## src/rtl/reaction_timer_bcd_pkg.sv

```systemverilog
// reaction_pkg: shared types and helpers for the reaction timer.
package reaction_pkg;

  typedef enum logic [2:0] {
    IDLE,
    WAIT,
    RUN,
    DONE,
    FALSE
  } state_t;

  localparam logic [3:0] BCD_BLANK = 4'hF;

  // Width of a player index: max(1, clog2(players)).
  function automatic int unsigned win_w(input int unsigned players);
    int unsigned w;
    w = 0;
    for (int unsigned i = 0; i < 31; i++) begin
      if ((32'd1 << w) < players) w++;
    end
    return (w == 0) ? 1 : w;
  endfunction

endpackage

```

## src/rtl/reaction_timer_bcd_if.sv

```systemverilog
// reaction_timer_bcd_if: key inputs and display/status outputs of the reaction timer.
interface reaction_timer_bcd_if #(
  parameter int unsigned PLAYERS = 2,
  parameter int unsigned DIGITS  = 3,
  parameter int unsigned DELAY_W = 8
);
  localparam int unsigned WIN_W = reaction_pkg::win_w(PLAYERS);

  logic                 start_n;
  logic [PLAYERS-1:0]   stop_n;
  logic [DELAY_W-1:0]   delay;
  logic                 led;
  logic [4*DIGITS-1:0]  bcd;
  logic [WIN_W-1:0]     winner;
  logic                 winner_valid;
  logic                 false_start;
  logic                 overflow;
  logic                 busy;
  logic [4*DIGITS-1:0]  best_bcd;

  modport master (
    output start_n, stop_n, delay,
    input  led, bcd, winner, winner_valid, false_start, overflow, busy, best_bcd
  );

  modport slave (
    input  start_n, stop_n, delay,
    output led, bcd, winner, winner_valid, false_start, overflow, busy, best_bcd
  );
endinterface

```

## src/rtl/reaction_timer_bcd_bcd_counter.sv

```systemverilog
// bcd_counter: packed-BCD up counter with synchronous clear, saturating at all 9s.
module bcd_counter #(
  parameter int unsigned DIGITS = 3
) (
  input  logic                clk,
  input  logic                rst_n,
  input  logic                clr_i,
  input  logic                inc_i,
  output logic [4*DIGITS-1:0] bcd_o,
  output logic                full_o
);
  logic [4*DIGITS-1:0] cnt_q, cnt_d, inc_val;
  logic                carry;

  assign full_o = (cnt_q == {DIGITS{4'd9}});
  assign bcd_o  = cnt_q;

  // Decimal carry chain and next-count selection.
  always_comb begin
    inc_val = cnt_q;
    carry   = 1'b1;
    for (int unsigned i = 0; i < DIGITS; i++) begin
      if (carry) begin
        if (cnt_q[4*i +: 4] == 4'd9) begin
          inc_val[4*i +: 4] = 4'd0;
        end else begin
          inc_val[4*i +: 4] = cnt_q[4*i +: 4] + 4'd1;
          carry             = 1'b0;
        end
      end
    end
    cnt_d = cnt_q;
    if (clr_i)                cnt_d = '0;
    else if (inc_i && !full_o) cnt_d = inc_val;
  end

  // Count register.
  always_ff @(posedge clk or negedge rst_n) begin
    if (!rst_n) cnt_q <= '0;
    else        cnt_q <= cnt_d;
  end
endmodule

```

## src/rtl/reaction_timer_bcd.sv

```systemverilog
// reaction_timer_bcd: multi-player reaction timer with packed-BCD elapsed time.
// Optional best-time register enabled by defining REACTION_BEST_TIME_EN.
module reaction_timer_bcd
  import reaction_pkg::*;
#(
  parameter int unsigned PLAYERS    = 2,
  parameter int unsigned DIGITS     = 3,
  parameter int unsigned TICK_DIV   = 500000,
  parameter int unsigned DELAY_W    = 8,
  parameter int unsigned DELAY_UNIT = 5
) (
  input  logic               clk,
  input  logic               key0,
  reaction_timer_bcd_if.slave io
);
  localparam int unsigned WIN_W  = win_w(PLAYERS);
  localparam int unsigned PW     = $clog2(TICK_DIV);
  localparam int unsigned DCNT_W = DELAY_W + $clog2(DELAY_UNIT + 1);
  localparam logic [4*DIGITS-1:0] BEST_RST = {DIGITS{BCD_BLANK}};

  logic               start_s1_q, start_s2_q, start_prev_q;
  logic [PLAYERS-1:0] stop_s1_q, stop_s2_q;
  logic               start_edge, any_stop;
  logic [WIN_W-1:0]   win_idx;

  state_t             state_q, state_d;
  logic [DCNT_W-1:0]  dcnt_q, dcnt_d;
  logic [PW-1:0]      pcnt_q;
  logic               tick;
  logic               led_q, busy_q;
  logic [WIN_W-1:0]   winner_q, winner_d;
  logic               valid_q, valid_d, fs_q, fs_d, ovf_q, ovf_d;
  logic               cnt_clr, cnt_inc, bcd_full;
  logic [4*DIGITS-1:0] bcd;

  // Two-flop synchronisers for the asynchronous keys plus start edge history.
  always_ff @(posedge clk or negedge key0) begin
    if (!key0) begin
      start_s1_q   <= 1'b1;
      start_s2_q   <= 1'b1;
      start_prev_q <= 1'b1;
      stop_s1_q    <= '1;
      stop_s2_q    <= '1;
    end else begin
      start_s1_q   <= io.start_n;
      start_s2_q   <= start_s1_q;
      start_prev_q <= start_s2_q;
      stop_s1_q    <= io.stop_n;
      stop_s2_q    <= stop_s1_q;
    end
  end

  assign start_edge = start_prev_q & ~start_s2_q;
  assign any_stop   = |(~stop_s2_q);
  assign tick       = (pcnt_q == PW'(TICK_DIV - 1));

  // Priority encoder: lowest pressed stop key wins.
  always_comb begin
    win_idx = '0;
    for (int unsigned i = PLAYERS; i > 0; i--) begin
      if (!stop_s2_q[i-1]) win_idx = WIN_W'(i - 1);
    end
  end

  // Next-state and result logic.
  always_comb begin
    state_d  = state_q;
    dcnt_d   = dcnt_q;
    winner_d = winner_q;
    valid_d  = valid_q;
    fs_d     = fs_q;
    ovf_d    = ovf_q;
    cnt_clr  = 1'b0;
    cnt_inc  = 1'b0;
    case (state_q)
      IDLE, DONE, FALSE: begin
        if (start_edge) begin
          state_d  = WAIT;
          dcnt_d   = DCNT_W'(io.delay) * DCNT_W'(DELAY_UNIT);
          cnt_clr  = 1'b1;
          winner_d = '0;
          valid_d  = 1'b0;
          fs_d     = 1'b0;
          ovf_d    = 1'b0;
        end
      end
      WAIT: begin
        if (any_stop) begin
          state_d  = FALSE;
          fs_d     = 1'b1;
          winner_d = win_idx;
          valid_d  = 1'b1;
        end else if (dcnt_q == '0) begin
          state_d = RUN;
        end else if (tick) begin
          dcnt_d = dcnt_q - DCNT_W'(1);
        end
      end
      RUN: begin
        if (any_stop) begin
          state_d  = DONE;
          winner_d = win_idx;
          valid_d  = 1'b1;
        end else if (tick) begin
          if (bcd_full) begin
            state_d = DONE;
            ovf_d   = 1'b1;
            valid_d = 1'b0;
          end else begin
            cnt_inc = 1'b1;
          end
        end
      end
      default: state_d = IDLE;
    endcase
  end

  // State, delay counter, prescaler and registered outputs.
  always_ff @(posedge clk or negedge key0) begin
    if (!key0) begin
      state_q  <= IDLE;
      dcnt_q   <= '0;
      pcnt_q   <= '0;
      led_q    <= 1'b0;
      busy_q   <= 1'b0;
      winner_q <= '0;
      valid_q  <= 1'b0;
      fs_q     <= 1'b0;
      ovf_q    <= 1'b0;
    end else begin
      state_q  <= state_d;
      dcnt_q   <= dcnt_d;
      if ((state_d == WAIT && state_q != WAIT) || (state_d == RUN && state_q != RUN) || tick)
        pcnt_q <= '0;
      else
        pcnt_q <= pcnt_q + PW'(1);
      led_q    <= (state_d == RUN);
      busy_q   <= (state_d == WAIT) || (state_d == RUN);
      winner_q <= winner_d;
      valid_q  <= valid_d;
      fs_q     <= fs_d;
      ovf_q    <= ovf_d;
    end
  end

  bcd_counter #(.DIGITS(DIGITS)) u_cnt (
    .clk    (clk),
    .rst_n  (key0),
    .clr_i  (cnt_clr),
    .inc_i  (cnt_inc),
    .bcd_o  (bcd),
    .full_o (bcd_full)
  );

`ifdef REACTION_BEST_TIME_EN
  logic                done_entry_q;
  logic [4*DIGITS-1:0] best_q;

  // Best-time capture one cycle after a valid finish.
  always_ff @(posedge clk or negedge key0) begin
    if (!key0) begin
      done_entry_q <= 1'b0;
      best_q       <= BEST_RST;
    end else begin
      done_entry_q <= (state_d == DONE) && (state_q != DONE);
      if (done_entry_q && valid_q && (bcd < best_q)) best_q <= bcd;
    end
  end

  assign io.best_bcd = best_q;
`else
  assign io.best_bcd = BEST_RST;
`endif

  assign io.led          = led_q;
  assign io.busy         = busy_q;
  assign io.bcd          = bcd;
  assign io.winner       = winner_q;
  assign io.winner_valid = valid_q;
  assign io.false_start  = fs_q;
  assign io.overflow     = ovf_q;
endmodule

```

## src/flat_wrapper.sv

```systemverilog
// flat-port wrapper written by rule: the top's interface ports become plain ports
module reaction_timer_bcd_flat import reaction_pkg::*;
#(
  parameter int unsigned PLAYERS    = 2,
  parameter int unsigned DIGITS     = 3,
  parameter int unsigned TICK_DIV   = 500000,
  parameter int unsigned DELAY_W    = 8,
  parameter int unsigned DELAY_UNIT = 5
)
  (clk, key0, io_start_n, io_stop_n, io_delay, io_led, io_bcd, io_winner, io_winner_valid, io_false_start, io_overflow, io_busy, io_best_bcd);
  reaction_timer_bcd_if #(.PLAYERS(PLAYERS), .DIGITS(DIGITS), .DELAY_W(DELAY_W)) io_i ();
  input  logic clk;
  input  logic key0;
  input wire logic [$bits(io_i.start_n)-1:0] io_start_n;
  input wire logic [$bits(io_i.stop_n)-1:0] io_stop_n;
  input wire logic [$bits(io_i.delay)-1:0] io_delay;
  output wire logic [$bits(io_i.led)-1:0] io_led;
  output wire logic [$bits(io_i.bcd)-1:0] io_bcd;
  output wire logic [$bits(io_i.winner)-1:0] io_winner;
  output wire logic [$bits(io_i.winner_valid)-1:0] io_winner_valid;
  output wire logic [$bits(io_i.false_start)-1:0] io_false_start;
  output wire logic [$bits(io_i.overflow)-1:0] io_overflow;
  output wire logic [$bits(io_i.busy)-1:0] io_busy;
  output wire logic [$bits(io_i.best_bcd)-1:0] io_best_bcd;
  assign io_i.start_n = io_start_n;
  assign io_i.stop_n = io_stop_n;
  assign io_i.delay = io_delay;
  assign io_led = io_i.led;
  assign io_bcd = io_i.bcd;
  assign io_winner = io_i.winner;
  assign io_winner_valid = io_i.winner_valid;
  assign io_false_start = io_i.false_start;
  assign io_overflow = io_i.overflow;
  assign io_busy = io_i.busy;
  assign io_best_bcd = io_i.best_bcd;
  reaction_timer_bcd #(.PLAYERS(PLAYERS), .DIGITS(DIGITS), .TICK_DIV(TICK_DIV), .DELAY_W(DELAY_W), .DELAY_UNIT(DELAY_UNIT)) u_core (.clk(clk), .key0(key0), .io(io_i));
endmodule
```

## config.mk

```make
export PLATFORM = sky130hd
export DESIGN_NAME = reaction_timer_bcd_flat
export DESIGN_NICKNAME = d
export VERILOG_FILES = /design/src/rtl/reaction_timer_bcd_pkg.sv /design/src/rtl/reaction_timer_bcd_if.sv /design/src/rtl/reaction_timer_bcd_bcd_counter.sv /design/src/rtl/reaction_timer_bcd.sv /design/src/flat_wrapper.sv
export SDC_FILE = /design/constraint.sdc
export NUM_CORES = 1
export LEC_CHECK = 0
export CORE_MARGIN = 2
export CORE_UTILIZATION = 35
export CTS_CLUSTER_SIZE = 16
export DETAILED_ROUTE_END_ITERATION = 8
export SLEW_MARGIN = 25
export SYNTH_ARGS = -nofsm -noshare
export SYNTH_HDL_FRONTEND = slang
export SYNTH_HIERARCHICAL = 1
export SYNTH_SLANG_ARGS = --single-unit
```

## constraint.sdc

```tcl
create_clock -name clk -period 3.35 [get_ports clk]
set_input_delay 0.67 -clock clk [delete_from_list [all_inputs] [get_ports clk]]
set_output_delay 0.67 -clock clk [all_outputs]
set_load 0.02 [all_outputs]
```

==> impl_results.md, run 1 <==
* Drt total wl at 7210 um
* CP Capture Point: u_core/pcnt_q[2]
* Total setup buffers inserted after CTS at 0
* # diodes at 0
* Hold Crit Class: primary input to asynchronous set/reset pin
* Vias in the first global route at 2,655
* PortBufs at 30
* Layout cell share with drive strength beyond 1 at 13.9%
* Clk slew on worst S/H paths at 0.07 ns
* Clk root buf: clkbuf_8
* Clock Skews at 0.00957 ns
* Via-per-instance ratio at 5.04
* DR vias at 2,708
* HPWL after detailed placement at 5030 um
* Share of the core filled with cells at 42.3%
* Met2 Track Usage GR at 23.5%
* DRT Pass-1 Iters at 4
* Pre-CTS setup slack at 0.328 ns
* Clock Latency Late Sink at 0.33 ns
* Ys async rst share at 100%
* Initial Utilization at 36.4%
* Crit-path max cell delay at 0.39 ns
* Initial drt markers at 108
* CP arrival at 3.30 ns
* Startpoint types: flip-flop
* I/O pin count at 43
* H-tree depth at 3
* Reg-to-reg critical path endpoint: u_core/pcnt_q[2]
* Post-synth EDFFs at 0
* Synth cell count leaders: dfrtp_1, nor2_1, nand2_1
* CTS tree: yes
* Cell mode on critical path: o211a_1
* Die Ht at 105 um
* Cell variety after synth at 69
* Leakage power total at 0.00176 uW
* Initial antenna violation count at 0
* Net total in the final layout at 431
* Pins over their slew limit at 0
* Top FF cell, synth: dfrtp_1
* Total GRT Usage at 14.0%
* Max-Cap Viols at 0
* Critical Path Sink Type: flip-flop
* Tmin final at 3.03 ns
* Crit Path Max Fanout at 20
* Final setup fails at 0
* Cells after synthesis at 364
* Cts hold-fix bufs at 0
* Max VDD drop at 0.247 mV
* Status: complete, no violations
* Clk buf depth at 2
* P per Cell Area at 498 mW/mm^2
* Yosys reg bits at 58
* Row Count at 36
* CP cell instances: inv_1, ha_1, nor3b_2, nand3_2, o211a_1, a311o_1, o211a_1, nand2_2, inv_2, or3_1, buf_4, nor2_1
* Relative slew slack at 66.0%
* First-pass GRT wire length at 12,600 um
* Hold Fails Final Rpt at 0
* R2R setup slack at 0.32 ns
* # DRC at 0
* CP Data Required Time at 3.61 ns
* Post-cts sizing count at 0
* Largest net degree at the start of global routing at 41
* GPL Wtd Cong at 0.795
* CTS sink count at 58
* Fmax at 330 MHz
* Synth warn at 6
* Met3 Track Usage GR at 4.12%
* Worst r2r src: u_core/dcnt_q[0]
* Total core area at 0.00982 mm^2
* Reg2Reg Depth at 12
* Post-synthesis sequential area ratio at 40.9%
* WS Path Type: flip-flop to flip-flop
* DIE AREA at 0.0110 mm^2
* Worst path slowest cell: dfrtp_1
* Met1 Track Usage GR at 17.6%
* Fin crit share at 90.6%
* Critical path launch point: u_core/dcnt_q[0]
* Layout area overhead at 16.3%
* Avg Cell Area, Syn at 9.81 um^2
* Antenna viol nets, final at 0
* Cts bufs inserted at 9
* Synthesized area at 0.00357 mm^2
* Tightest Pin Transition at 0.511 ns
* Setup TNS at 0 ns
* RSZ-0062 raised after global routing: false
* Total congestion overflow at 0
* Synth top area share at 35.8%
* Setup slack after layout at 0.315 ns
* Most common cell in the netlist: dfrtp_1
* Area leader, netlist: dfrtp_1
* Most Crowded Layer GR: met2
* Die width at 105 um
* Synth area leaders: dfrtp_1, ha_1, dfstp_2
* Wire per inst at 13.4 um
==> worst max-delay path, delay by kind of cell (launching register included) <==
kind,cells,cell delay [ns]
buf+inv,3,0.51
compound gates,3,0.80
flops,1,0.39
simple gates,5,1.06
fa+ha+maj,1,0.21
==> metrics by stage <==
stage	area, um^2	power [uW]	hold slack, ns	instances
finish	4150	2070	0.277	537
global route	4150	2200	0.289	537
CTS	4140	2090	0.282	536
detailed placement	3950	1420	0.347	520
global placement	3950	1420	0.348	520
floorplan	3610	1300	0.345	375
==> state kept, by name, indices dropped and copies added (netlist names), 2 cells and up <==
name / flops
u_core/stop_s1_q: 2
u_core/state_q: 3
u_core/dcnt_q: 11
u_core/stop_s2_q: 2
u_core/pcnt_q: 19
u_core/u_cnt/bcd_o: 12
==> power breakdown <==
part           switching (uW)  internal [uW]
registers                 133            816
logic                     254            209
clock network             290            365
==> kinds of logic (layout without fill, tap and decap cells) <==
logic type | Yosys count | count (layout) | share of synthesized area [%]
adders and majority gates | 19 | 19 | 6.87
buffers and inverters | 38 | 67 | 6.38
xor gates and xnor gates | 24 | 24 | 5.89
DFF | 58 | 58 | 40.9
muxes | 6 | 6 | 1.79
and+or+nand+nor | 151 | 151 | 25.6
AOI/OAI and AO/OA | 67 | 67 | 12.4
other | 1 | 12 | 0.105
==> layout make-up <==
class	count	area (um^2)
Timing Repair Buffer	38	355
Fill cell	1004	5670
Sequential cell	58	1460
Clock inverter	4	51.3
Clock buffer	12	145
Tap cell	133	166
Inverter	13	48.8
Multi-Input combinational cell	279	1920
==> per-layer routing <==
layer  up-vias  share of wire [%]  wire length [um]
li1       1324                  -                 -
met1      1342                 47              3420
met2        38                 49              3530
met3         4                2.8               203
met4         0               0.71                51
met5         -                  0                 0
==> layout by cell type, fill, tap and decap left out, types with 3 or more instances in the layout <==
cell,n
dfrtp_1,51
nor2_1,40
clkdlybuf4s50_1,29
nand2_1,22
a21oi_1,21
ha_1,18
nand3_1,17
o21ai_0,14
xor2_1,13
inv_1,12
conb_1,12
xnor2_1,11
clkbuf_8,10
nand2b_1,9
nor2_4,8
buf_4,8
nor3_1,7
dfstp_2,7
nand3b_1,5
o211ai_1,5
nand4_1,4
or3_1,4
nor2b_1,4
nor4_4,3
nor4_1,3
mux2i_1,3
a211oi_1,3
mux2_1,3
==> how the worst min path moves through the flow <==
stage          depth (start not counted)  slack (ns)                start                   to
2_1_floorplan                          0        0.35    u_core/start_s1_q    u_core/start_s2_q
3_3_place_gp                           0        0.35  u_core/stop_s1_q[0]  u_core/stop_s2_q[0]
3_5_place_dp                           0        0.35  u_core/stop_s1_q[0]  u_core/stop_s2_q[0]
4_1_cts                                1        0.28                 key0     u_core/io.winner
5_1_grt                                1        0.29                 key0    u_core/state_q[0]
6_report                               1        0.28                 key0     u_core/io.winner
(Power assumes the default switching activity.)
==> run 2: changes to the inputs <==
--- a/config.mk
+++ b/config.mk
@@ -7,7 +7,6 @@
 export LEC_CHECK = 0
 export CORE_MARGIN = 2
 export CORE_UTILIZATION = 35
-export CTS_CLUSTER_SIZE = 16
 export DETAILED_ROUTE_END_ITERATION = 8
 export SLEW_MARGIN = 25
 export SYNTH_ARGS = -nofsm -noshare
==> results of run 2 <==
No change in the layout: final DEF, timing and power equal those of run 1.
==> run 3: changes to the inputs <==
--- a/config.mk
+++ b/config.mk
@@ -8,6 +8,7 @@
 export CORE_MARGIN = 2
 export CORE_UTILIZATION = 35
 export DETAILED_ROUTE_END_ITERATION = 8
+export RECOVER_POWER = 25
 export SLEW_MARGIN = 25
 export SYNTH_ARGS = -nofsm -noshare
 export SYNTH_HDL_FRONTEND = slang
==> impl_results.md, run 3 (synthesis results as in run 1) <==
* Most flops, register: u_core/pcnt_q
* Cts hold-fix bufs at 0 (unchanged)
* Status: complete, no violations
* Initial drt markers at 107 (-0.93%)
* Vias in the first global route at 2,655 (unchanged)
* Worst path slowest cell: dfrtp_1
* # diodes at 0 (unchanged)
* Via-per-instance ratio at 5.04 (unchanged)
* R2R setup slack at 0.32 ns (about the same)
* Initial antenna violation count at 0 (unchanged)
* GPL Wtd Cong at 0.795 (unchanged)
* Die width at 105 um (unchanged)
* CP arrival at 3.30 ns (about the same)
* Initial Utilization at 36.4% (unchanged)
* H-tree depth at 3 (unchanged)
* Row Count at 36 (unchanged)
* Fmax at 330 MHz (unchanged)
* Largest net degree at the start of global routing at 41 (unchanged)
* Max-Cap Viols at 0 (unchanged)
* Crit path buf inv count at 3 (unchanged)
* Critical Path Sink Type: flip-flop
* CTS tree: yes
* Tightest Pin Transition at 1.07 ns (+0.559 ns)
* Pre-CTS setup slack at 0.328 ns (unchanged)
* Crit-path leading delay family: simple AND/OR/NAND/NOR gates
* Tmin final at 3.03 ns (unchanged)
* Startpoint types: flip-flop
* Antenna viol nets, final at 0 (unchanged)
* Setup TNS at 0 ns (unchanged)
* Wire per inst at 13.4 um (about the same)
* CP Data Required Time at 3.61 ns (about the same)
* Total GRT Usage at 14.0% (unchanged)
* Commonest non-fill, non-tap cell in the layout: dfrtp_1
* CP cell instances: inv_1, ha_1, nor3b_2, nand3_2, o211a_1, a311o_1, o211a_1, nand2_2, inv_2, or3_1, buf_4, nor2_1
* Total core area at 0.00982 mm^2 (unchanged)
* P per Cell Area at 498 mW/mm^2 (about the same)
* Cell mode on critical path: o211a_1
* HPWL after detailed placement at 5030 um (unchanged)
* Hold Crit Class: flip-flop to flip-flop
* Crit-path max cell delay at 0.39 ns (about the same)
* Clk buf depth at 2 (unchanged)
* Pins over their slew limit at 0 (unchanged)
* Internal at 1390 uW (-0.13%)
* Drt total wl at 7210 um (about the same)
* Setup slack after layout at 0.315 ns (unchanged)
* Comb pwr share at 22.4% (about the same)
* Commonest cells after routing, fill and taps aside: dfrtp_1, nor2_1, clkdlybuf4s50_1
* Post-cts sizing count at 0 (unchanged)
* WS Path Type: flip-flop to flip-flop
* Clk root buf: clkbuf_8
* PortBufs at 30 (unchanged)
* DR vias at 2,708 (unchanged)
* Sw frac at 32.8% (about the same)
* Max VDD drop at 0.247 mV (about the same)
* Crit Path Max Fanout at 20 (unchanged)
* Layout cell share with drive strength beyond 1 at 13.1% (-0.74 points)
* Clk slew on worst S/H paths at 0.07 ns (about the same)
* First-pass GRT wire length at 12,600 um (unchanged)
* I/O pin count at 43 (unchanged)
* Fin crit share at 90.6% (unchanged)
* Clk pwr share at 31.7% (about the same)
* CTS sink count at 58 (unchanged)
* Die Ht at 105 um (unchanged)
* Total congestion overflow at 0 (unchanged)
* Layout area overhead at 16.2% (about the same)
* Seq pwr share at 46.0% (about the same)
* Net total in the final layout at 431 (unchanged)
* Power Total at 2070 uW (about the same)
* Total setup buffers inserted after CTS at 0 (unchanged)
* Final setup fails at 0 (unchanged)
* Relative slew slack at 28.7% (-37 points)
* RSZ-0062 raised after global routing: false
* Hold Fails Final Rpt at 0 (unchanged)
* Clock Skews at 0.00957 ns (unchanged)
* Cts bufs inserted at 9 (unchanged)
* Leakage power total at 0.00176 uW (-0.21%)
* DRT Pass-1 Iters at 4 (unchanged)
* Fill count at 1,004 (unchanged)
* # DRC at 0 (unchanged)
* Clock Latency Late Sink at 0.33 ns (about the same)
* Max FFs per register at 19 (unchanged)
* NetSw at 677 uW (about the same)
* DIE AREA at 0.0110 mm^2 (unchanged)
-- run 3: power groups by stage --
| stage | clock, uW | combinational, uW | sequential, uW |
|---|---|---|---|
| 6_report | 655 | 462 | 949 |
| 5_1_grt | 703 | 525 | 971 |
| 4_1_cts | 674 | 466 | 950 |
| 3_5_place_dp | 0 | 464 | 961 |
| 3_3_place_gp | 0 | 457 | 958 |
| 2_1_floorplan | 0 | 355 | 940 |
-- run 3: worst register-to-register path, stage by stage, from the launching register on --
cell,delay (ns)
dfrtp_1,0.39
inv_1,0.10
ha_1,0.21
nor3b_2,0.34
nand3_2,0.12
o211a_1,0.22
a311o_1,0.39
o211a_1,0.19
nand2_2,0.11
inv_2,0.16
or3_1,0.35
buf_4,0.25
nor2_1,0.15
-- run 3: routing by layer --
metal  wire length, um  track usage [%]  part of all wire, %
met1              3420             17.6                   47
met2              3540             23.5                   49
met3               203             4.12                  2.8
met4                51             3.62                 0.71
met5                 0                0                    0
-- run 3: cell type report --
class | instances | area, um^2 | area share (%)
Inverter | 13 | 48.8 | 1.18
Tap cell | 133 | 166 | 4.01
Sequential cell | 58 | 1460 | 35.2
Timing Repair Buffer | 38 | 352 | 8.48
Multi-Input combinational cell | 279 | 1920 | 46.4
Clock buffer | 12 | 145 | 3.50
Clock inverter | 4 | 51.3 | 1.24
-- run 3: through the flow --
| step | instances | utilization, % | hold WS (ns) | instance area [um^2] |
|---|---|---|---|---|
| finish | 537 | 42.2 | 0.357 | 4150 |
| global route | 537 | 42.2 | 0.365 | 4150 |
| CTS | 536 | 42.2 | 0.282 | 4140 |
| detailed placement | 520 | 40.2 | 0.347 | 3950 |
| global placement | 520 | 40.2 | 0.348 | 3950 |
| floorplan | 375 | - | 0.345 | 3610 |
-- run 3: worst paths after layout --
kind	cells after the start	startpoint	to
worst max-delay path	12	u_core/dcnt_q[0]	u_core/pcnt_q[2]
worst min-delay path	0	u_core/stop_s1_q[1]	u_core/stop_s2_q[1]
worst max register to register	12	u_core/dcnt_q[0]	u_core/pcnt_q[2]
worst min register to register	0	u_core/stop_s1_q[1]	u_core/stop_s2_q[1]
max in group asynchronous	2	key0	u_core/pcnt_q[15]
min in group asynchronous	1	key0	u_core/io.winner
